--- src/rtl/pixel_pkg.sv ---
// Shared pixel definitions: channel width default, pixel width derivation,
// and the {r,g,b} packing helper used by the word unpacker.
package pixel_pkg;

   localparam int unsigned CH_W_DEF = 4;
   // Widest channel the packing helper supports; callers cast down to PIX_W.
   localparam int unsigned CH_MAX   = 16;

   function automatic int unsigned pix_width(input int unsigned ch_w);
      return 3 * ch_w;
   endfunction

   localparam int unsigned PIX_W_DEF = pix_width(CH_W_DEF);

   // Red lands in the MSBs, blue in the LSBs.
   function automatic logic [3*CH_MAX-1:0] pack_pixel(
      input logic [CH_MAX-1:0] r,
      input logic [CH_MAX-1:0] g,
      input logic [CH_MAX-1:0] b,
      input int unsigned       ch_w
   );
      logic [3*CH_MAX-1:0] p;
      p = ({{(2*CH_MAX){1'b0}}, r} << (2 * ch_w))
        | ({{(2*CH_MAX){1'b0}}, g} << ch_w)
        |  {{(2*CH_MAX){1'b0}}, b};
      return p;
   endfunction

endpackage

--- src/rtl/pixel_word_unpack.sv ---
// Combinational slicer: three channel words -> PPW packed {r,g,b} pixels,
// pixel 0 taken from the LSB slice of each word.
module pixel_word_unpack
   import pixel_pkg::*;
#(
   parameter int unsigned  CH_W   = CH_W_DEF,
   parameter int unsigned  WORD_W = 32,
   localparam int unsigned PPW    = WORD_W / CH_W,
   localparam int unsigned PIX_W  = pix_width(CH_W)
) (
   input  logic [WORD_W-1:0]          r_word,
   input  logic [WORD_W-1:0]          g_word,
   input  logic [WORD_W-1:0]          b_word,
   output logic [PPW-1:0][PIX_W-1:0]  pixels
);

   always_comb begin
      pixels = '0;
      for (int unsigned k = 0; k < PPW; k++) begin
         pixels[k] = PIX_W'(pack_pixel(CH_MAX'(r_word[k*CH_W +: CH_W]),
                                       CH_MAX'(g_word[k*CH_W +: CH_W]),
                                       CH_MAX'(b_word[k*CH_W +: CH_W]),
                                       CH_W));
      end
   end

endmodule

--- src/rtl/pixel_stream_buffer.sv ---
// Pixel FIFO: accepts a full r/g/b word set (PPW pixels) per push and
// delivers one {r,g,b} pixel per pop, with sticky underrun and flush.
module pixel_stream_buffer
   import pixel_pkg::*;
#(
   parameter int unsigned  CH_W   = CH_W_DEF,
   parameter int unsigned  WORD_W = 32,
   parameter int unsigned  DEPTH  = 16,
   localparam int unsigned PPW    = WORD_W / CH_W,
   localparam int unsigned PIX_W  = pix_width(CH_W),
   localparam int unsigned LVL_W  = $clog2(DEPTH) + 1
) (
   input  logic              clk,
   input  logic              rst_,
   input  logic [WORD_W-1:0] r_data,
   input  logic [WORD_W-1:0] g_data,
   input  logic [WORD_W-1:0] b_data,
   input  logic              r_rts,
   input  logic              g_rts,
   input  logic              b_rts,
   output logic              in_rtr,
   input  logic              flush,
   output logic [PIX_W-1:0]  current_pixel,
   output logic              out_rts,
   input  logic              out_rtr,
   output logic [LVL_W-1:0]  level,
   output logic              underrun
);

   localparam int unsigned PTR_W = $clog2(DEPTH);

   logic [PIX_W-1:0]           mem [DEPTH];
   logic [PTR_W-1:0]           wr_ptr;
   logic [PTR_W-1:0]           rd_ptr;
   logic [PPW-1:0][PIX_W-1:0]  lanes;
   logic                       push;
   logic                       pop;

   pixel_word_unpack #(
      .CH_W   (CH_W),
      .WORD_W (WORD_W)
   ) u_unpack (
      .r_word (r_data),
      .g_word (g_data),
      .b_word (b_data),
      .pixels (lanes)
   );

   always_comb begin
      in_rtr        = (LVL_W'(DEPTH) - level) >= LVL_W'(PPW);
      out_rts       = (level != '0);
      push          = r_rts & g_rts & b_rts & in_rtr;
      pop           = out_rts & out_rtr;
      current_pixel = out_rts ? mem[rd_ptr] : '0;
   end

   // Storage carries no reset; validity is tracked solely by level.
   always_ff @(posedge clk) begin
      if (push && !flush) begin
         for (int unsigned k = 0; k < PPW; k++) begin
            mem[wr_ptr + PTR_W'(k)] <= lanes[k];
         end
      end
   end

   always_ff @(posedge clk) begin
      if (!rst_) begin
         level    <= '0;
         wr_ptr   <= '0;
         rd_ptr   <= '0;
         underrun <= 1'b0;
      end else if (flush) begin
         level    <= '0;
         wr_ptr   <= '0;
         rd_ptr   <= '0;
         underrun <= 1'b0;
      end else begin
         level <= level + (push ? LVL_W'(PPW) : '0) - (pop ? LVL_W'(1) : '0);
         if (push) begin
            wr_ptr <= wr_ptr + PTR_W'(PPW);
         end
         if (pop) begin
            rd_ptr <= rd_ptr + PTR_W'(1);
         end
         if (out_rtr && (level == '0)) begin
            underrun <= 1'b1;
         end
      end
   end

endmodule
--- config.mk ---
export PLATFORM = sky130hd
export DESIGN_NAME = pixel_stream_buffer
export DESIGN_NICKNAME = d
export VERILOG_FILES = /design/src/rtl/pixel_pkg.sv /design/src/rtl/pixel_word_unpack.sv /design/src/rtl/pixel_stream_buffer.sv
export SDC_FILE = /design/constraint.sdc
export NUM_CORES = 1
export LEC_CHECK = 0
export CAP_MARGIN = 20
export CORE_ASPECT_RATIO = 0.7
export CORE_MARGIN = 1
export CORE_UTILIZATION = 40
export CTS_CLUSTER_SIZE = 20
export DETAILED_ROUTE_END_ITERATION = 7
export GPL_TIMING_DRIVEN = 1
export SYNTH_ARGS = -nofsm -noshare
export SYNTH_HDL_FRONTEND = slang
export SYNTH_HIERARCHICAL = 1
export SYNTH_SLANG_ARGS = --single-unit
export TNS_END_PERCENT = 50
--- constraint.sdc ---
create_clock -name clk -period 22.2 [get_ports clk]
set_input_delay 2.22 -clock clk [delete_from_list [all_inputs] [get_ports clk]]
set_output_delay 2.22 -clock clk [all_outputs]
set_load 0.01 [all_outputs]
* Yosys cells after proc, flatten, opt, wreduce, memory -nomap -nowiden
Memory sizes are Yosys's and may differ from the RTL's. A register that Yosys moved wholly into a read port is not among the register bits.
Cells that the tools add are included.
** Storage, ports and cells
- Memory bits (writable) :: 192
- Bits in registers :: 14
- Output and inout port bits :: 20
- Logic and storage cells :: 52
- Memory bits (read-only) :: 0
- Input port bits :: 103
- Memories :: 1
- Latch bits :: 0
** Cells by class
- Div/mod/pow operators :: 0
- Multipliers :: 0
- Reductions and logical operators :: 6
- Add/subtract/negate cells :: 12
- Equal/unequal tests :: 0
- Shift operators :: 0
- Bitwise gates (word level) :: 21
- Mux-type cells :: 7
- Magnitude comparators :: 1
** Memories
- mem :: depth 16, bits a word 12, read ports 1, clocked after Yosys merged registers in 1, wr ports 8, line pixel_stream_buffer.sv:32 : logic [PIX_W-1:0] mem [DEPTH];
** Operators with widths (count)
- $or 12x4->12 :: 8
- $or 12x8->12 :: 8
- $add 4x3->4 const B :: 4
- $mux 12 :: 1
- $mux 4 :: 3
- $add 4x1->4 const B :: 2
- $add 4x2->4 const B :: 2
- $add 5x4->5 :: 1
- $ge 5x4->1 const B :: 1
- $logic_not 5->1 :: 1
- $reduce_bool 5->1 :: 1
- $sub 5x1->5 :: 1
- $sub 5x5->5 const A :: 1
- $add 4x4->4 const B :: 1
- $and 1x1->1 :: 4
- $mux 1 :: 3
- $logic_and 1x1->1 :: 2
- $reduce_or 2->1 :: 1
- $logic_not 1->1 :: 1
- $not 1->1 :: 1

* Longest topological paths before layout
Gate-level depths: netlist (run 1).
- Word-level depth :: 6
- Depth in mapped cells :: 11
- Depth with buffers taken out :: 11

* Cells and area by module
Netlist (run 1), hierarchy kept.
** By module, submodules not included
- pixel_stream_buffer :: sequential area each 6065.8 µm², times used 1, area an instance 8210.4 µm², cells an instance 459
- pixel_word_unpack :: sequential area each 0.0 µm², times used 1, area an instance 720.7 µm², cells an instance 96

* Least setup slack after synthesis (run 1)
OpenSTA, ideal clock, no wires.
- Kind :: input -> register
- Start point :: in b_rts
- End point :: mem mem[0][0] (netlist name) (enable)
- Buffers on the path :: 0
- Path slack :: 12634 ps
- Required time :: 21532 ps
- Cell stages on the path :: 2
- Data arrival time :: 8898 ps
- Setup time :: 668 ps
- Path through :: o2111ai_2 nor3_1
** RTL lines
- start, declared :: line pixel_stream_buffer.sv:20 : input logic b_rts,
- end, declared :: line pixel_stream_buffer.sv:32

==> impl_metrics.tcl, run 1 <==
set metrics [dict create \
    clock_latency_ps 490 \
    synth-main-ff-cell "edfxtp_1" \
    port-buffer-count 122 \
    fin_crit_sh_pct 26.2 \
    critPathRequiredTime_ps 19980 \
    ctsLongestPathBuffers 3 \
    yosysSeqAreaShare_pct 67.9 \
    synth_nets 667 \
    tightestPinTransition_ps 1040 \
    period_minus_slack_ps 5820 \
    crit_fanout 55 \
    syn_to_final_growth_pct 15.6 \
    fmaxAchievable_mhz 172 \
    fp.dieArea_um2 22900 \
    netlist_instances 555 \
    synth_top_cell_by_area "edfxtp_1" \
    synth-edff-count 192 \
    avgSynthCellArea_um2 16.1 \
    gr-total-overflow 0 \
    worst_slack_ps 16380 \
    wirelength_mm 16.8 \
    top_level_ports 123 \
    cts_buffers 21 \
    vias 4354 \
    drc 0 \
    initial_core_util_pct 41.0 \
    hpwl_mm 10.8 \
    cts_hold_buf 0 \
    final_nets 700 \
    antenna_left 0 \
    synth.most_common_cell "edfxtp_1" \
    critical_path.top_delay_family "buffers and inverters" \
    hold_viol 0 \
    synth_top_area_share_pct 64.6 \
    grt_start_max_net_pins 57 \
    multi_input_area_um2 1910 \
    postCtsSetupBuffers 0 \
    crit_path_top_delay_cell "buf_4" \
    status "finished, final reports clean" \
    tritoncts "done" \
    ys_ff_latch 207 \
    root_buffer "clkbuf_16" \
    yosys-top-cells-count "edfxtp_1, buf_4, mux2i_1, a22oi_1, nand2_1" \
    drv_cap 0 \
    crit_type "register to output pin" \
    cp-start-kind "register" \
    fin_cells 885 \
    place.gp.congestion 0.731 \
    drtPass1Iterations 4 \
    ctsResizeCount 0 \
    htreeDepth 1 \
    fin_tns_setup_ps 0 \
    drtIter0Drc 290 \
    dieHeight_um 127 \
    max-slew-margin-rel_pct 30.6 \
    first_global_vias 4545 \
    skew_ps 10.8 \
    async_flop_share_pct 0 \
    slowest_delay_ps 840 \
    yosysWarnings 6 \
    rsz0062_at_grt "false" \
    syn_area_um2 8930 \
    grt_util_all_layers_pct 14.6 \
    fill_cells 1820 \
    rows 45 \
    drive_gt1_share_pct 7.97 \
    worstSetupEndpointType "output pin" \
    synthTopCellsByArea "edfxtp_1, mux2i_1, buf_4" \
    min_path_type "register to register" \
    placement.setup.worst_slack_ps 16860 \
    seqCellArea_um2 6070 \
    arrival_ps 3600 \
    path_buf_inv 2 \
    wl_per_cell_um 18.9 \
    maxSlewViolCount 0 \
    core_area_um2 21800 \
    utilization_pct 47.4 \
    die_x_um 181 \
    grt_first_pass_wirelength_mm 25.5 \
    clock_sinks 207 \
    powerDensity_nw_per_um2 94.8 \
    leakagePower_nw 3.27 \
    ys_types 36 \
    peakVddDrop_v 0.0000464 \
    worstPathCellList "buf_4 -> mux4_1 -> nand2b_1 -> nand3_1 -> o21ai_1 -> clkdlybuf4s50_1" \
    clk_pin_slew_ps 60 \
    dp.cells 846 \
    finalSetupViolations 0 \
    antenna_found_initial 5 \
    via_per_inst 4.92 \
]
==> path summary, 6_finish.rpt <==
check | startpoint | to | slack [ps] | depth (start not counted)
min reg2reg | underrun$_SDFFE_PP0P_ | underrun$_SDFFE_PP0P_ | 490 | 2
max reg2reg | level[2]$_SDFF_PP0_ | mem[7][11]$_DFFE_PP_ | 19060 | 7
min | underrun$_SDFFE_PP0P_ | underrun$_SDFFE_PP0P_ | 490 | 2
max | register | current_pixel[5] | 16380 | 6
==> registers in the layout (all words and copies together), names as in the netlist, named ones only <==
signal / flops
wr_ptr: 1
mem: 192
rd_ptr: 4
underrun: 1
level: 5
==> layer usage <==
layer / vias up / part of all wire, % / GRT usage [%]
met5: - / 0.23 / 0
met4: 6 / 1.9 / 3.57
met3: 31 / 8.3 / 4.45
met2: 148 / 46 / 23.9
met1: 2108 / 44 / 19.2
li1: 2061 / - / -
==> power breakdown <==
group / internal [mW] / switching [mW]
clock network: 0.196 / 0.139
logic: 0.0974 / 0.0929
registers: 0.443 / 0.0106
total: 0.736 / 0.243
==> metrics by stage <==
stage               area (um^2)  power, mW  hold slack [ps]
finish                    10300      0.978              491
global route              10300       1.02              516
CTS                       10300      0.990              494
detailed placement         9640      0.653              480
global placement           9640      0.649              466
floorplan                  8930      0.587              485
==> layout make-up <==
type / count / share of cell area [%]
Inverter: 12 / 0.436
Multi-Input combinational cell: 217 / 18.5
Timing Repair Buffer: 129 / 12.5
Clock inverter: 9 / 0.727
Tap cell: 282 / 3.42
Sequential cell: 207 / 58.8
Antenna cell: 1 / 0.0242
Clock buffer: 28 / 5.63
==> cell families (layout without fill, tap and decap cells) <==
logic type | after synthesis | count (layout) | share of synthesized area (%)
adder cells (fa/ha/maj) | 9 | 9 | 1.34
flip-flops | 207 | 207 | 67.9
buffers and inverters | 131 | 178 | 10.9
XOR/XNOR | 6 | 6 | 0.589
other | 0 | 1 | 0
multiplexers | 87 | 87 | 11.7
AND/OR/NAND/NOR | 58 | 58 | 3.07
AO/OA/AOI/OAI | 57 | 57 | 4.45
==> cells in the final DEF, fill, tap and decap left out, types with 5 or more instances in the layout <==
| cell type | n |
|---|---|
| edfxtp_1 | 192 |
| clkdlybuf4s50_1 | 122 |
| mux2i_1 | 75 |
| a22oi_1 | 34 |
| clkbuf_16 | 21 |
| nand2_1 | 16 |
| dfxtp_1 | 14 |
| nor2_1 | 13 |
| inv_1 | 12 |
| nand3_1 | 9 |
| o21ai_1 | 9 |
| mux4_1 | 9 |
| nand2b_1 | 8 |
| ha_1 | 8 |
| o211ai_1 | 6 |
| buf_4 | 6 |
| a21oi_1 | 5 |
==> worst reg2reg max path, cell delays in order (launching register included) <==
cell and delay (ps):
dfxtp_1 370, nor4_1 360, ha_1 320, inv_1 70
o2111ai_2 210, nor3_2 170, buf_4 490, buf_4 730
(Power assumes the default switching activity.)
==> inputs of run 2 (changes only) <==
==> constraint.sdc (replaced) <==
create_clock -name clk -period 5.1 [get_ports clk]
set_input_delay 0.51 -clock clk [delete_from_list [all_inputs] [get_ports clk]]
set_output_delay 0.51 -clock clk [all_outputs]
set_load 0.01 [all_outputs]
==> impl_metrics.tcl, run 2 (synthesis gave the netlist of run 1 again) <==
set metrics [dict create \
    first_global_vias 4540 \
    gr-total-overflow 0 \
    drtIter0Drc 349 \
    cts_hold_buf 0 \
    critPathRequiredTime_ps 4590 \
    cts_buffers 21 \
    regToRegEndpoint "mem[13][10]$_DFFE_PP_" \
    clkPwrFrac_pct 33.5 \
    combPwrFrac_pct 19.6 \
    clock_latency_ps 500 \
    postCtsSetupBuffers 0 \
    swShare_pct 25.0 \
    period_minus_slack_ps 3680 \
    drive_gt1_share_pct 8.00 \
    rsz0062_at_grt "false" \
    wirelength_mm 16.9 \
    fp.dieArea_um2 22900 \
    fin_hold_ws_ps 507 \
    antenna_left 0 \
    worstSetupEndpointType "output pin" \
    largest_reg_flops 192 \
    min_from "underrun$_SDFFE_PP0P_" \
    dieHeight_um 127 \
    powerDensity_nw_per_um2 410 \
    grt_util_all_layers_pct 14.6 \
    final_common_cell "edfxtp_1" \
    maxSlewViolCount 0 \
    grt_first_pass_wirelength_mm 25.5 \
    antenna_found_initial 0 \
    min_path_type "register to register" \
    finalSetupViolations 0 \
    ctsResizeCount 0 \
    drtPass1Iterations 4 \
    peakVddDrop_v 0.000218 \
    initial_core_util_pct 41.0 \
    slowest_delay_ps 950 \
    top_register "mem" \
    clk_pin_slew_ps 60 \
    endpoint "current_pixel[8]" \
    die_x_um 181 \
    grt_start_max_net_pins 53 \
    timing.rr.start "level[2]$_SDFF_PP0_" \
    skew_ps 25.6 \
    tightestPinTransition_ps 1040 \
    drv_cap 0 \
    clock_sinks 207 \
    design_area_um2 10300 \
    leakagePower_nw 3.26 \
    route.met2.wl_mm 7.51 \
    place_area_um2 9670 \
    root_buffer "clkbuf_16" \
    m1WireLength_mm 7.95 \
    syn_to_final_growth_pct 15.5 \
    reg_top3 "mem (192), level (5), rd_ptr (4)" \
    ff2ff_setup_slack_ps 2240 \
    crit_path_top_delay_cell "nor2b_2" \
    hold_viol 0 \
    worstPathCellList "nor2b_2 -> a22oi_1 -> o211ai_1 -> nand2_1 -> clkdlybuf4s50_1" \
    drc 0 \
    rows 45 \
    status "finished, final reports clean" \
    p_int_mw 3.17 \
    pwr-share-seq_pct 46.9 \
    place.gp.congestion 0.741 \
    final_cell_mix "edfxtp_1, clkdlybuf4s50_1, mux2i_1" \
    max-slew-margin-rel_pct 30.4 \
    hpwl_mm 11.1 \
    htreeDepth 1 \
    crit_fanout 16 \
    reg2regPathDepth 6 \
    final_nets 699 \
    top_layer_used "met4" \
    fin_crit_sh_pct 72.2 \
    vias 4451 \
    wl_met3_mm 1.13 \
    wl_per_cell_um 19.1 \
    ctsLongestPathBuffers 3 \
    cp-start-kind "register" \
    fmaxAchievable_mhz 271 \
    arrival_ps 3170 \
    core_area_um2 21800 \
    tritoncts "done" \
    via_per_inst 5.04 \
    top_level_ports 123 \
    port-buffer-count 122 \
    crit_type "register to output pin" \
    switchingPower_mw 1.06 \
]
==> run 2: worst min-delay path by stage <==
stage / endpoint / slack, ps / cells after the start
floorplan: register / 480 / 2
global placement: underrun$_SDFFE_PP0P_ / 470 / 2
detailed placement: underrun$_SDFFE_PP0P_ / 480 / 2
CTS: underrun$_SDFFE_PP0P_ / 500 / 2
global route: underrun$_SDFFE_PP0P_ / 550 / 2
finish: underrun$_SDFFE_PP0P_ / 510 / 2
==> run 2: layer usage <==
metal / global-route usage (%) / vias up
li1: - / 2063
met1: 20.5 / 2208
met2: 23.3 / 156
met3: 3.45 / 24
met4: 3.12 / 0
met5: 0 / -
==> run 2: power groups by stage <==
| stage | Combinational, mW | Clock (mW) | Sequential, mW |
|---|---|---|---|
| 2_1_floorplan | 0.552 | 0 | 2.00 |
| 3_3_place_gp | 0.815 | 0 | 2.02 |
| 5_1_grt | 0.897 | 1.52 | 1.99 |
| 4_1_cts | 0.837 | 1.46 | 1.98 |
| 3_5_place_dp | 0.832 | 0 | 2.02 |
| 6_report | 0.829 | 1.42 | 1.98 |
==> run 2: stage by stage <==
| step | power, mW | utilization [%] | TNS (ps) | worst slack, ps | std cells |
|---|---|---|---|---|---|
| after global placement | 2.83 | 44.3 | 0 | 1840 | 845 |
| after detailed placement | 2.85 | 44.4 | 0 | 1860 | 846 |
| after global routing | 4.40 | 47.3 | 0 | 1180 | 882 |
| final | 4.23 | 47.3 | 0 | 1420 | 884 |
| after floorplan | 2.55 | - | -64090 | -334 | 555 |
| after CTS | 4.28 | 47.3 | 0 | 1310 | 882 |
==> run 2: worst max-delay path, delay by kind of cell (launching register included) <==
family	cells	cell delay, ps
buffers and inverters	1	490
and+or+nand+nor	2	1050
DFF	1	750
AOI/OAI and AO/OA	2	390
==> run 2: area by class of cell <==
cell class                      count  area, um^2
Antenna cell                        2        5.00
Clock buffer                       24         547
Clock inverter                     12        88.8
Fill cell                        1804       11500
Inverter                           12        45.0
Multi-Input combinational cell    217        1920
Sequential cell                   207        6070
Tap cell                          282         353
Timing Repair Buffer              128        1280
